==> src/rtl/rou_pkg.sv <==
// Shared roubus constants: ack codes, the idle command and the byte-enable width rule.
package rou_pkg;

    localparam logic [2:0] ACK_FULL  = 3'd0;
    localparam logic [2:0] ACK_OK    = 3'd1;
    localparam logic [2:0] ACK_AFULL = 3'd2;

    localparam logic [1:0] CMD_IDLE  = 2'b00;

    function automatic int rou_bwid(input int dwid);
        case (dwid)
            512:     return 6;
            256:     return 5;
            128:     return 4;
            64:      return 3;
            default: return 2;
        endcase
    endfunction

endpackage

==> src/rtl/rou_fifo_ram.sv <==
// DEPTH x WID register array: synchronous write, asynchronous read. Contents are not reset.
module rou_fifo_ram #(
    parameter int WID   = 8,
    parameter int DEPTH = 4
) (
    input  logic                     clk_i,
    input  logic                     we_i,
    input  logic [$clog2(DEPTH)-1:0] waddr_i,
    input  logic [WID-1:0]           wdata_i,
    input  logic [$clog2(DEPTH)-1:0] raddr_i,
    output logic [WID-1:0]           rdata_o
);

    logic [WID-1:0] mem_q [DEPTH];

    always_ff @(posedge clk_i) begin
        if (we_i) begin
            mem_q[waddr_i] <= wdata_i;
        end
    end

    assign rdata_o = mem_q[raddr_i];

endmodule

==> src/rtl/rou_syncbuf.sv <==
// Single-clock elastic roubus message buffer with 3-level upstream ack,
// optional empty-buffer bypass and sticky/saturating drop statistics.
module rou_syncbuf
    import rou_pkg::*;
#(
    parameter int DWID   = 128,
    parameter int AWID   = 32,
    parameter int TWID   = 5,
    parameter int BWID   = rou_bwid(DWID),
    parameter int WID    = 2 + DWID + AWID + BWID + TWID,
    parameter int DEPTH  = 4,
    parameter int AFULL  = 1,
    parameter int BYPASS = 0
) (
    input  logic                     clk,
    input  logic                     rst,
    input  logic [WID-1:0]           rou_in,
    input  logic                     rou_in_seen,
    output logic [2:0]               ack_in,
    output logic [WID-1:0]           rou_out,
    output logic                     rou_out_seen,
    input  logic [2:0]               ack_out,
    output logic [$clog2(DEPTH):0]   count,
    output logic                     overflow,
    output logic [15:0]              drops,
    input  logic                     clr_stat
);

    localparam int PW = $clog2(DEPTH);
    localparam int CW = PW + 1;
    localparam logic [CW-1:0] DEPTH_C = CW'(DEPTH);
    localparam logic [CW-1:0] AFULL_C = CW'(AFULL);

    logic [CW-1:0] count_q, count_d;
    logic [PW-1:0] wptr_q, wptr_d;
    logic [PW-1:0] rptr_q, rptr_d;
    logic          ovf_q, ovf_d;
    logic [15:0]   drops_q, drops_d;

    logic          vin, empty, full, byp, presented;
    logic          pop, pop_mem, write, drop;
    logic [WID:0]  rd_data;

    rou_fifo_ram #(
        .WID   (WID + 1),
        .DEPTH (DEPTH)
    ) u_ram (
        .clk_i   (clk),
        .we_i    (write),
        .waddr_i (wptr_q),
        .wdata_i ({rou_in_seen, rou_in}),
        .raddr_i (rptr_q),
        .rdata_o (rd_data)
    );

    // A bypassed message that is accepted at once never touches storage.
    always_comb begin
        vin       = (rou_in[1:0] != CMD_IDLE);
        empty     = (count_q == '0);
        full      = (count_q == DEPTH_C);
        byp       = (BYPASS != 0) && empty && vin;
        presented = !empty || byp;
        pop       = (ack_out != 3'd0) && presented;
        pop_mem   = pop && !empty;
        write     = vin && (!full || pop) && !(byp && pop);
        drop      = vin && full && !pop;
    end

    always_comb begin
        wptr_d  = wptr_q;
        rptr_d  = rptr_q;
        count_d = count_q;
        ovf_d   = ovf_q;
        drops_d = drops_q;

        if (write) begin
            wptr_d = wptr_q + 1'b1;
        end
        if (pop_mem) begin
            rptr_d = rptr_q + 1'b1;
        end
        case ({write, pop_mem})
            2'b10:   count_d = count_q + 1'b1;
            2'b01:   count_d = count_q - 1'b1;
            default: count_d = count_q;
        endcase

        // A drop in the clearing cycle is counted as the first event after the clear.
        if (drop) begin
            ovf_d = 1'b1;
            if (clr_stat) begin
                drops_d = 16'd1;
            end else if (drops_q != '1) begin
                drops_d = drops_q + 16'd1;
            end
        end else if (clr_stat) begin
            ovf_d   = 1'b0;
            drops_d = '0;
        end
    end

    always_ff @(posedge clk or posedge rst) begin
        if (rst) begin
            count_q <= '0;
            wptr_q  <= '0;
            rptr_q  <= '0;
            ovf_q   <= 1'b0;
            drops_q <= '0;
        end else begin
            count_q <= count_d;
            wptr_q  <= wptr_d;
            rptr_q  <= rptr_d;
            ovf_q   <= ovf_d;
            drops_q <= drops_d;
        end
    end

    always_comb begin
        rou_out      = '0;
        rou_out_seen = 1'b0;
        if (!rst) begin
            if (byp) begin
                rou_out      = rou_in;
                rou_out_seen = rou_in_seen;
            end else if (!empty) begin
                {rou_out_seen, rou_out} = rd_data;
            end
        end
    end

    always_comb begin
        if (rst || full) begin
            ack_in = ACK_FULL;
        end else if ((DEPTH_C - count_q) <= AFULL_C) begin
            ack_in = ACK_AFULL;
        end else begin
            ack_in = ACK_OK;
        end
    end

    assign count    = count_q;
    assign overflow = ovf_q;
    assign drops    = drops_q;

endmodule

==> config.mk <==
export PLATFORM = sky130hd
export DESIGN_NAME = rou_syncbuf
export DESIGN_NICKNAME = d
export VERILOG_FILES = /design/src/rtl/rou_pkg.sv /design/src/rtl/rou_fifo_ram.sv /design/src/rtl/rou_syncbuf.sv
export SDC_FILE = /design/constraint.sdc
export NUM_CORES = 1
export LEC_CHECK = 0
export ABC_AREA = 1
export CAP_MARGIN = 30
export CORE_ASPECT_RATIO = 1.2
export CORE_MARGIN = 3
export CORE_UTILIZATION = 59
export DETAILED_ROUTE_END_ITERATION = 8
export PLACE_DENSITY = 0.85
export SLEW_MARGIN = 20
export SYNTH_ARGS = -nofsm -noshare
export SYNTH_HDL_FRONTEND = slang
export SYNTH_SLANG_ARGS = --single-unit
export TNS_END_PERCENT = 30
==> constraint.sdc <==
create_clock -name clk -period 13.3 [get_ports clk]
set_input_delay 2.66 -clock clk [delete_from_list [all_inputs] [get_ports clk]]
set_output_delay 2.66 -clock clk [all_outputs]
set_load 0.05 [all_outputs]
==> results of run 1 <==
## through the flow
stage                     instances  setup slack, ns  util (%)  power (W)
after floorplan                2242             2.42         -    0.00593
after global routing           3255             4.84      74.0    0.00922
after global placement         3118             4.54      69.1    0.00689
after detailed placement       3121             5.02      69.3    0.00701
after CTS                      3238             4.99      73.7    0.00881
final                          3258             4.99      74.0    0.00881
## flip-flops by register name, summed over array words and instances, names as in the netlist
name	flops
rptr_q	2
drops	16
u_ram.mem_q	688
wptr_q	2
overflow	1
count	3
## cell families after synthesis
family / synth area share [%]
AOI/OAI and AO/OA: 9.58
xor gates and xnor gates: 0.219
adders and majority gates: 0.518
buffers and inverters: 2.63
DFF: 75.9
other: 0.0134
and+or+nand+nor: 11.2
## synth_stat cells, types with 2 or more instances
cell | number | area share, %
buf_1 | 29 | 0.39
edfxtp_1 | 688 | 74
buf_2 | 33 | 0.59
a21oi_1 | 174 | 3.1
ha_1 | 10 | 0.45
nand3_1 | 15 | 0.27
nand2_1 | 60 | 0.80
buf_4 | 13 | 0.35
dfrtp_1 | 24 | 2.1
xor2_1 | 5 | 0.16
nand2_2 | 4 | 0.089
xnor2_1 | 2 | 0.063
nor2_1 | 713 | 9.5
nand4_1 | 7 | 0.16
inv_1 | 33 | 0.44
clkbuf_1 | 53 | 0.71
nor2_2 | 2 | 0.045
nor3_1 | 2 | 0.036
inv_2 | 3 | 0.040
o21ai_1 | 173 | 3.1
o21bai_1 | 2 | 0.054
clkbuf_2 | 4 | 0.071
o21ai_0 | 181 | 3.2
## power groups by stage
stage | combinational [W] | sequential [W] | clock (W)
floorplan | 0.00242 | 0.00352 | 0
global placement | 0.00351 | 0.00338 | 0
detailed placement | 0.00359 | 0.00341 | 0
CTS | 0.00362 | 0.00337 | 0.00181
global route | 0.00390 | 0.00342 | 0.00190
finish | 0.00365 | 0.00338 | 0.00178
## worst min-delay path: cells and delay by family (launching register included)
kind / cells / cell delay (ns)
flops: 1 / 0.39
simple gates: 1 / 0.07
compound gates: 1 / 0.06
## final cells by class
class | count | area [µm²]
flip-flops and latches | 712 | 21300
inverters | 36 | 148
repair buffers | 401 | 4060
well taps | 616 | 771
diodes | 15 | 37.5
fillers | 2794 | 12100
clock inverters | 37 | 238
multi-input cells | 1361 | 6070
clock buffers | 80 | 1810
## routing by layer
metal | vias up | wire length (µm) | track usage [%]
met2 | 951 | 34800 | 44.9
met3 | 198 | 5810 | 5.78
met4 | 2 | 3720 | 15.1
met1 | 9183 | 25400 | 34.2
met5 | - | 14 | 0
li1 | 8617 | - | -
## final timing paths
check	startpoint	endpoint	slack (ns)	depth (start not counted)
max reg2reg	count[0]	u_ram.mem_q[1][154]	9.15	10
max	rst	rou_out[132]	4.99	6
min	count[1]	count[1]	0.56	2
max in group asynchronous	rst	rptr_q[1]	10.43	3
min in group asynchronous	rst	count[0]	2.38	2
min reg2reg	count[1]	count[1]	0.56	2
==> metrics, run 1 <==
sw power roughly 0.0036 W; area grow syn2layout 22.7%; largest net degree at the start of global routing 149; Seq/Total Area, Yosys 75.9%; DRT antenna net count 0; Fin Clk Skew 0.0240 ns; unrepaired setup endpoints after global routing false; Avg WL per Cell 21.4 µm; flops & latches, synth 712; antenna violations before repair 15; io pins between 300 and 400; yosys warns 0; port bufs ~370; sequential power share between 30% and 40%; Pre-antenna DRT Iters 6; endpoints failing setup 0; Clk pwr share 20.3%; CTS Buffer Depth 3; drt total wl ~70,000 µm; cts hold-fix bufs 0; vias in the first global route 18,700; P_leak 11.7 nW; Max rail drop VDD roughly 220 µV; total CTS buffers 67; Switching Share between 40% and 50%; Slew Viols, Final 0; CTS tree yes; synthesized area 28,000 µm²; run status finished, final reports clean; share of layout cells above drive strength 1 5.52%; DRT iter0 DRCs about 1,800; crit path DAT 5.65 ns; Vias/cell 5.82; commonest cells after routing, fill and taps aside nor2_1, edfxtp_1, clkdlybuf4s50_1; clock-pin transition on the worst setup and hold timing paths 0.07 ns; Sink Count 712; Buf+Inv Stages, Crit Path 4; die area around 50,000 µm²; GRT Util Overall 27.4%; setup bufs post-CTS 0; # Max-Cap Violations 0; Post-route DRC 0; Initial Util 60.3%; critical path's slowest cell buf_4; Mapped Nets 2,431; CP Cell Sequence clkdlybuf4s50_1, inv_1, nand2_4, buf_4, a21oi_1, clkdlybuf4s50_1; fmax 120 MHz; most common cell after layout, fill and taps aside nor2_1; Post-layout nets 2,768; main flop type after synthesis edfxtp_1; residual overflow from global routing 0; final hold violations 0; Syn Inst Count 2,242; crit path max fanout 88; Hold Worst Slack roughly 0.56 ns; Setup CP Type primary input to primary output; synthesized area per cell about 13 µm²; worst skew pair latency ~0.6 ns; Worst setup SP type primary input; setup tns final 0 ns; htree depth 3; PwrDens approximately 260 nW/µm²; relative slew slack 34.8%; Worst Tran Pin Value slightly below 1 ns; CP top delay family buffers and inverters; Comb pwr share about 41%; Yosys cell types 35; final period utilization 62.5%; Critical Path RT 10.64 ns; Post-synth ARST share 3.37%; Root Driver clkbuf_16; Die X 205 µm; Die Ht 245 µm; via count between 15,000 and 20,000; min Tclk post-route approximately 8.3 ns; global-route wire length before repair 105,000 µm; DP Wirelength 41,700 µm; Final Wtd Congestion 0.860; post-layout instance area 34,400 µm²; number of core rows 86; critical path endpoint category primary output; placed cell areas 32,200 µm²; Post-CTS Resized 0; Worst path most repeated cell clkdlybuf4s50_1; internal cell power 0.00519 W; HP Class register to register; EDFF count, synth roughly 700; Critical Path Max Stage Delay 0.76 ns; core footprint 46,500 µm²
No activity file was read; power rests on OpenSTA's default activity.
==> inputs of run 2 (changes only) <==
--- a/config.mk
+++ b/config.mk
@@ -9,9 +9,9 @@
 export CAP_MARGIN = 30
 export CORE_ASPECT_RATIO = 1.2
 export CORE_MARGIN = 3
-export CORE_UTILIZATION = 59
+export CORE_UTILIZATION = 50
 export DETAILED_ROUTE_END_ITERATION = 8
-export PLACE_DENSITY = 0.85
+export PLACE_DENSITY = 0.76
 export SLEW_MARGIN = 20
 export SYNTH_ARGS = -nofsm -noshare
 export SYNTH_HDL_FRONTEND = slang
==> constraint.sdc (replaced) <==
create_clock -name clk -period 6.9 [get_ports clk]
set_input_delay 1.38 -clock clk [delete_from_list [all_inputs] [get_ports clk]]
set_output_delay 1.38 -clock clk [all_outputs]
set_load 0.05 [all_outputs]
==> run 2 against run 1 <==
Routed wire length grew 0.52%. Critical path depth unchanged. Via count down 1.1%. Hold slack worse by 0.037 ns. Global-route usage decreased by 4.4 points. Largest power group unchanged. Clock skew fell by 0.0027 ns. Die area grew 17%. Register-to-register slack worse by 5.7 ns. Sequential power is 91% higher. Non-clock buffer count decreased by 2. Clock power up 98%. Highest routed layer unchanged. Core utilization is 11 points lower.
==> metrics, run 2 (synthesized netlist as in run 1, its figures left out) <==
setup tns final 0 ns (unchanged); Max rail drop VDD 369 µV (was 219 µV); CTS Buffer Depth 3 (unchanged); HP Class register to register (unchanged); most common cell after layout, fill and taps aside nor2_1 (unchanged); multi-input logic area 6070 µm² (unchanged); Fin Clk Skew 0.0214 ns (was 0.0240 ns); setup bufs post-CTS 0 (unchanged); crit path DAT 4.00 ns (was 5.65 ns); Vias/cell 5.58 (was 5.82); Post-route DRC 0 (unchanged); max reg flops 688 (unchanged); Slew Viols, Final 0 (unchanged); critical path endpoint category primary output (unchanged); GRT met1 Usage 29.3% (was 34.2%); drt total wl 70,100 µm (was 69,700 µm); final hold violations 0 (unchanged); final std cells w/o fill 3,358 (was 3,258); Initial Util 50.8% (was 60.3%); largest net degree at the start of global routing 201 (was 149); Post-CTS Resized 0 (unchanged); Root Driver clkbuf_16 (unchanged); DRT antenna net count 0 (unchanged); critical path's slowest cell clkdlybuf4s50_1 (was buf_4); dpl cells 3,227 (was 3,121); endpoints failing setup 0 (unchanged); clock-pin transition on the worst setup and hold timing paths 0.06 ns (was 0.07 ns); antenna violations before repair 14 (was 15); DRT iter0 DRCs 1,630 (was 1,789); unrepaired setup endpoints after global routing false (unchanged); via count 18,700 (was 19,000); worst skew pair latency 0.60 ns (was 0.59 ns); post-layout util 62.8% (was 74.0%); commonest cells after routing, fill and taps aside nor2_1, edfxtp_1, clkdlybuf4s50_1 (unchanged); Final Wtd Congestion 0.851 (was 0.860); P_leak 11.7 nW (about the same); Post-layout nets 2,767 (was 2,768); GRT met2 Usage 38.1% (was 44.9%); core footprint 55,200 µm² (was 46,500 µm²); DP Wirelength 41,000 µm (was 41,700 µm); Sink Count 712 (unchanged); area grow syn2layout 23.7% (was 22.7%); total CTS buffers 68 (was 67); CTS tree yes (unchanged); Largest Register u_ram.mem_q (unchanged); vias in the first global route 18,300 (was 18,700); global-route wire length before repair 106,000 µm (was 105,000 µm); residual overflow from global routing 0 (unchanged); fmax 186 MHz; relative slew slack 24.2% (was 34.8%); Avg WL per Cell 20.9 µm (was 21.4 µm); Critical Path RT 5.52 ns (was 10.64 ns); Die X 222 µm (was 205 µm); Worst setup SP type register (was primary input); Pre-antenna DRT Iters 5 (was 6); cts hold-fix bufs 0 (unchanged); Critical Path Max Stage Delay 0.86 ns (was 0.76 ns); run status finished, final reports clean (unchanged); # Max-Cap Violations 0 (unchanged); Worst Tran Pin Value 1.14 ns (was 0.978 ns); number of core rows 94 (was 86); CP Cell Sequence inv_8, buf_16, buf_4, o21ai_0, a21oi_1, clkdlybuf4s50_1 (was clkdlybuf4s50_1, inv_1, nand2_4, buf_4, a21oi_1, clkdlybuf4s50_1); die area 58,900 µm² (was 50,200 µm²); final period utilization 78.0%; Setup CP Type register to primary output (was primary input to primary output); register area 21,300 µm² (unchanged); io pins 373 (unchanged); port bufs 371 (unchanged); Die Ht 265 µm (was 245 µm); PwrDens 493 nW/µm² (was 256 nW/µm²); share of layout cells above drive strength 1 5.49% (was 5.52%); htree depth 3 (unchanged); met3 Use GR 4.07% (was 5.78%); min Tclk post-route 5.38 ns; # fillers 4,030 (was 2,794); GRT Util Overall 23.0% (was 27.4%); crit path max fanout 133 (was 88); Most Crowded Layer GR met2 (unchanged)
[run 2: worst paths after layout]
check                           from             endpoint  slack (ns)  cells past startpoint
hold / removal              overflow             overflow        0.53                      2
setup reg to reg            count[0]  u_ram.mem_q[0][169]        3.50                     10
setup / recovery           rptr_q[0]         rou_out[121]        1.52                      6
hold reg to reg             overflow             overflow        0.53                      2
min in group asynchronous        rst            drops[15]        1.29                      3
max in group asynchronous        rst            rptr_q[1]        5.31                      3
[run 2: where the power goes]
| part | switching [W] | leakage [nW] | internal [W] | total [W] |
|---|---|---|---|---|
| Sequential | 0.000350 | 6.70 | 0.00611 | 0.00646 |
| Clock | 0.00152 | 1.02 | 0.00200 | 0.00353 |
| Combinational | 0.00511 | 4.00 | 0.00201 | 0.00712 |
| Total | 0.00698 | 11.7 | 0.0101 | 0.0171 |
[run 2: per-stage QoR]
stage | total power [W] | area, µm² | setup WS (ns) | hold slack [ns]
global placement | 0.0135 | 32400 | 1.67 | 0.489
detailed placement | 0.0137 | 32500 | 1.64 | 0.487
floorplan | 0.0114 | 28000 | -2.70 | 0.557
CTS | 0.0172 | 34600 | 1.44 | 0.514
finish | 0.0171 | 34700 | 1.52 | 0.526
global route | 0.0179 | 34700 | 1.31 | 0.559
[run 2: metal layers]
layer	wire length (µm)	up-vias
li1	-	8604
met1	26600	9161
met2	35400	798
met3	4700	170
met4	3340	2
met5	13	-
[run 2: critical path: cells and delay by family, from the launching register on]
| kind | cells | cell delay, ns |
|---|---|---|
| buffers and inverters | 4 | 2.03 |
| DFF | 1 | 0.70 |
| AOI/OAI and AO/OA | 2 | 0.49 |
[run 2: cell type report]
| type | instances | area share [%] |
|---|---|---|
| tap | 720 | 2.60 |
| multi-input combinational | 1361 | 17.5 |
| inverter | 36 | 0.426 |
| antenna | 14 | 0.101 |
| clock buffer | 84 | 5.17 |
| timing repair buffer | 399 | 12.0 |
| sequential | 712 | 61.4 |
| clock inverter | 32 | 0.852 |
==> inputs of run 3 (changes only) <==
==> constraint.sdc (replaced) <==
create_clock -name clk -period 4.4 [get_ports clk]
set_input_delay 0.88 -clock clk [delete_from_list [all_inputs] [get_ports clk]]
set_output_delay 0.88 -clock clk [all_outputs]
set_load 0.05 [all_outputs]
==> run 3 against run 2 <==
Cell count grew 0.83%. Critical path type unchanged. Critical path depth is the same. Clock skew grew 0.0025 ns. Largest power group unchanged. Critical endpoint is now rou_out[9]. Non-clock buffer count grew 16. Power grew 70%. Global-route usage grew 0.84 points. First-iteration DRC count grew 10%.
==> metrics, run 3 (synthesized netlist as in run 1, its figures left out) <==
run status finished, final reports clean (unchanged); max reg flops 688 (unchanged); Buf+Inv Stages, Crit Path 2 (was 4); final std cells w/o fill 3,386 (was 3,358); core footprint 55,200 µm² (unchanged); Die Ht 265 µm (unchanged); Post-route DRC 0 (unchanged); Critical Path Max Stage Delay 0.72 ns (was 0.86 ns); clock-pin transition on the worst setup and hold timing paths 0.05 ns (was 0.06 ns); setup tns final 0 ns (unchanged); number of core rows 94 (unchanged); htree depth 3 (unchanged); DRT antenna net count 0 (unchanged); # fillers 3,771 (was 4,030); final period utilization approximately nine tenths; dpl cells 3,244 (was 3,227); total CTS buffers 70 (was 68); Post-layout nets 2,785 (was 2,767); post-route total power 0.0290 W (was 0.0171 W); die area 58,900 µm² (unchanged); Pre-antenna DRT Iters 5 (unchanged); critical path endpoint category primary output (unchanged); vias in the first global route 19,100 (was 18,300); setup bufs post-CTS 0 (unchanged); DP Wirelength 43,300 µm (was 41,000 µm); DRT iter0 DRCs 1,794 (was 1,630); fmax between 200 and 300 MHz; CTS tree yes (unchanged); Slew Viols, Final 0 (unchanged); global-route wire length before repair 109,000 µm (was 106,000 µm); Worst setup SP type register (unchanged); # Max-Cap Violations 0 (unchanged); worst skew pair latency 0.60 ns (about the same); commonest cells after routing, fill and taps aside nor2_1, edfxtp_1, clkdlybuf4s50_1 (unchanged); Max rail drop VDD 621 µV (was 369 µV); Largest Register u_ram.mem_q (unchanged); Initial Util 50.8% (unchanged); critical path's slowest cell dfrtp_4 (was clkdlybuf4s50_1); Fin Clk Skew 0.0239 ns (was 0.0214 ns); cts hold-fix bufs 0 (unchanged); relative slew slack 18.3% (was 24.2%); Avg WL per Cell 21.2 µm (was 20.9 µm); largest net degree at the start of global routing 174 (was 201); GRT Util Overall 23.8% (was 23.0%); Sink Count 712 (unchanged); Root Driver clkbuf_16 (unchanged); crit path max fanout 163 (was 133); final hold violations 0 (unchanged); unrepaired setup endpoints after global routing false (unchanged); area grow syn2layout 30.8% (was 23.7%); endpoints failing setup 0 (unchanged); via count 19,000 (was 18,700); port bufs 371 (unchanged); Setup CP Type register to primary output (unchanged); residual overflow from global routing 0 (unchanged); PwrDens 792 nW/µm² (was 493 nW/µm²); Worst Tran Pin Value 1.23 ns (was 1.14 ns); Die X 222 µm (unchanged); drt total wl 71,800 µm (was 70,100 µm); share of layout cells above drive strength 1 12.9% (was 5.49%); P_leak 12.7 nW (was 11.7 nW); most common cell after layout, fill and taps aside nor2_1 (unchanged); CP top delay family flip-flops (was buffers and inverters); Critical Path RT 3.52 ns (was 5.52 ns); crit path DAT 3.06 ns (was 4.00 ns); Final Wtd Congestion 0.873 (was 0.851); Vias/cell 5.60 (was 5.58); CTS Buffer Depth 3 (unchanged); io pins 373 (unchanged); CP Cell Sequence buf_12, nor2_1, nor2_1, o21ai_0, a21oi_1, buf_12 (was inv_8, buf_16, buf_4, o21ai_0, a21oi_1, clkdlybuf4s50_1); HP Class register to register (unchanged); antenna violations before repair 17 (was 14); min Tclk post-route 3.94 ns; Post-CTS Resized 0 (unchanged)
==> run 3: per-layer routing <==
layer / GRT usage [%] / part of all wire (%) / wire length, µm
met3: 5.18 / 7.2 / 5170
met5: 0 / 0.038 / 27
met4: 11.2 / 4.3 / 3080
met1: 28.3 / 36 / 25800
met2: 41.6 / 53 / 37800
==> run 3: final timing paths <==
check | cells after the start | from | slack, ns | endpoint
worst min-delay path | 1 | count[0] | 0.53 | count[0]
worst min register to register | 1 | count[0] | 0.53 | count[0]
worst max register to register | 13 | count[1] | 1.66 | count[2]
max in group asynchronous | 3 | rst | 3.28 | count[0]
worst max-delay path | 6 | rptr_q[0] | 0.46 | rou_out[9]
min in group asynchronous | 2 | rst | 0.57 | drops[12]
==> run 3: cell type report <==
cell class | count | area (µm²) | share of cell area [%]
Antenna cell | 16 | 40.0 | 0.109
Clock buffer | 92 | 1890 | 5.15
Clock inverter | 34 | 241 | 0.659
Inverter | 36 | 148 | 0.403
Multi-Input combinational cell | 1361 | 6080 | 16.6
Sequential cell | 712 | 21300 | 58.0
Tap cell | 720 | 901 | 2.46
Timing Repair Buffer | 415 | 6090 | 16.6
==> run 3: power breakdown <==
group	leakage [nW]	switching (W)	internal, W	total [W]
clock	1.04	0.00243	0.00316	0.00558
combinational	4.97	0.00855	0.00483	0.0134
sequential	6.69	0.000491	0.00956	0.0100
total	12.7	0.0115	0.0175	0.0290
==> run 3: stage by stage <==
step                      worst slack [ns]  util, %  hold WS, ns  instance area (µm²)
after floorplan                     0.0218        -        0.557                28100
after global placement               0.800     62.5        0.494                34500
after detailed placement             0.787     62.5        0.509                34500
after CTS                            0.475     66.4        0.534                36600
after global routing                 0.313     66.4        0.570                36700
final                                0.464     66.5        0.531                36700
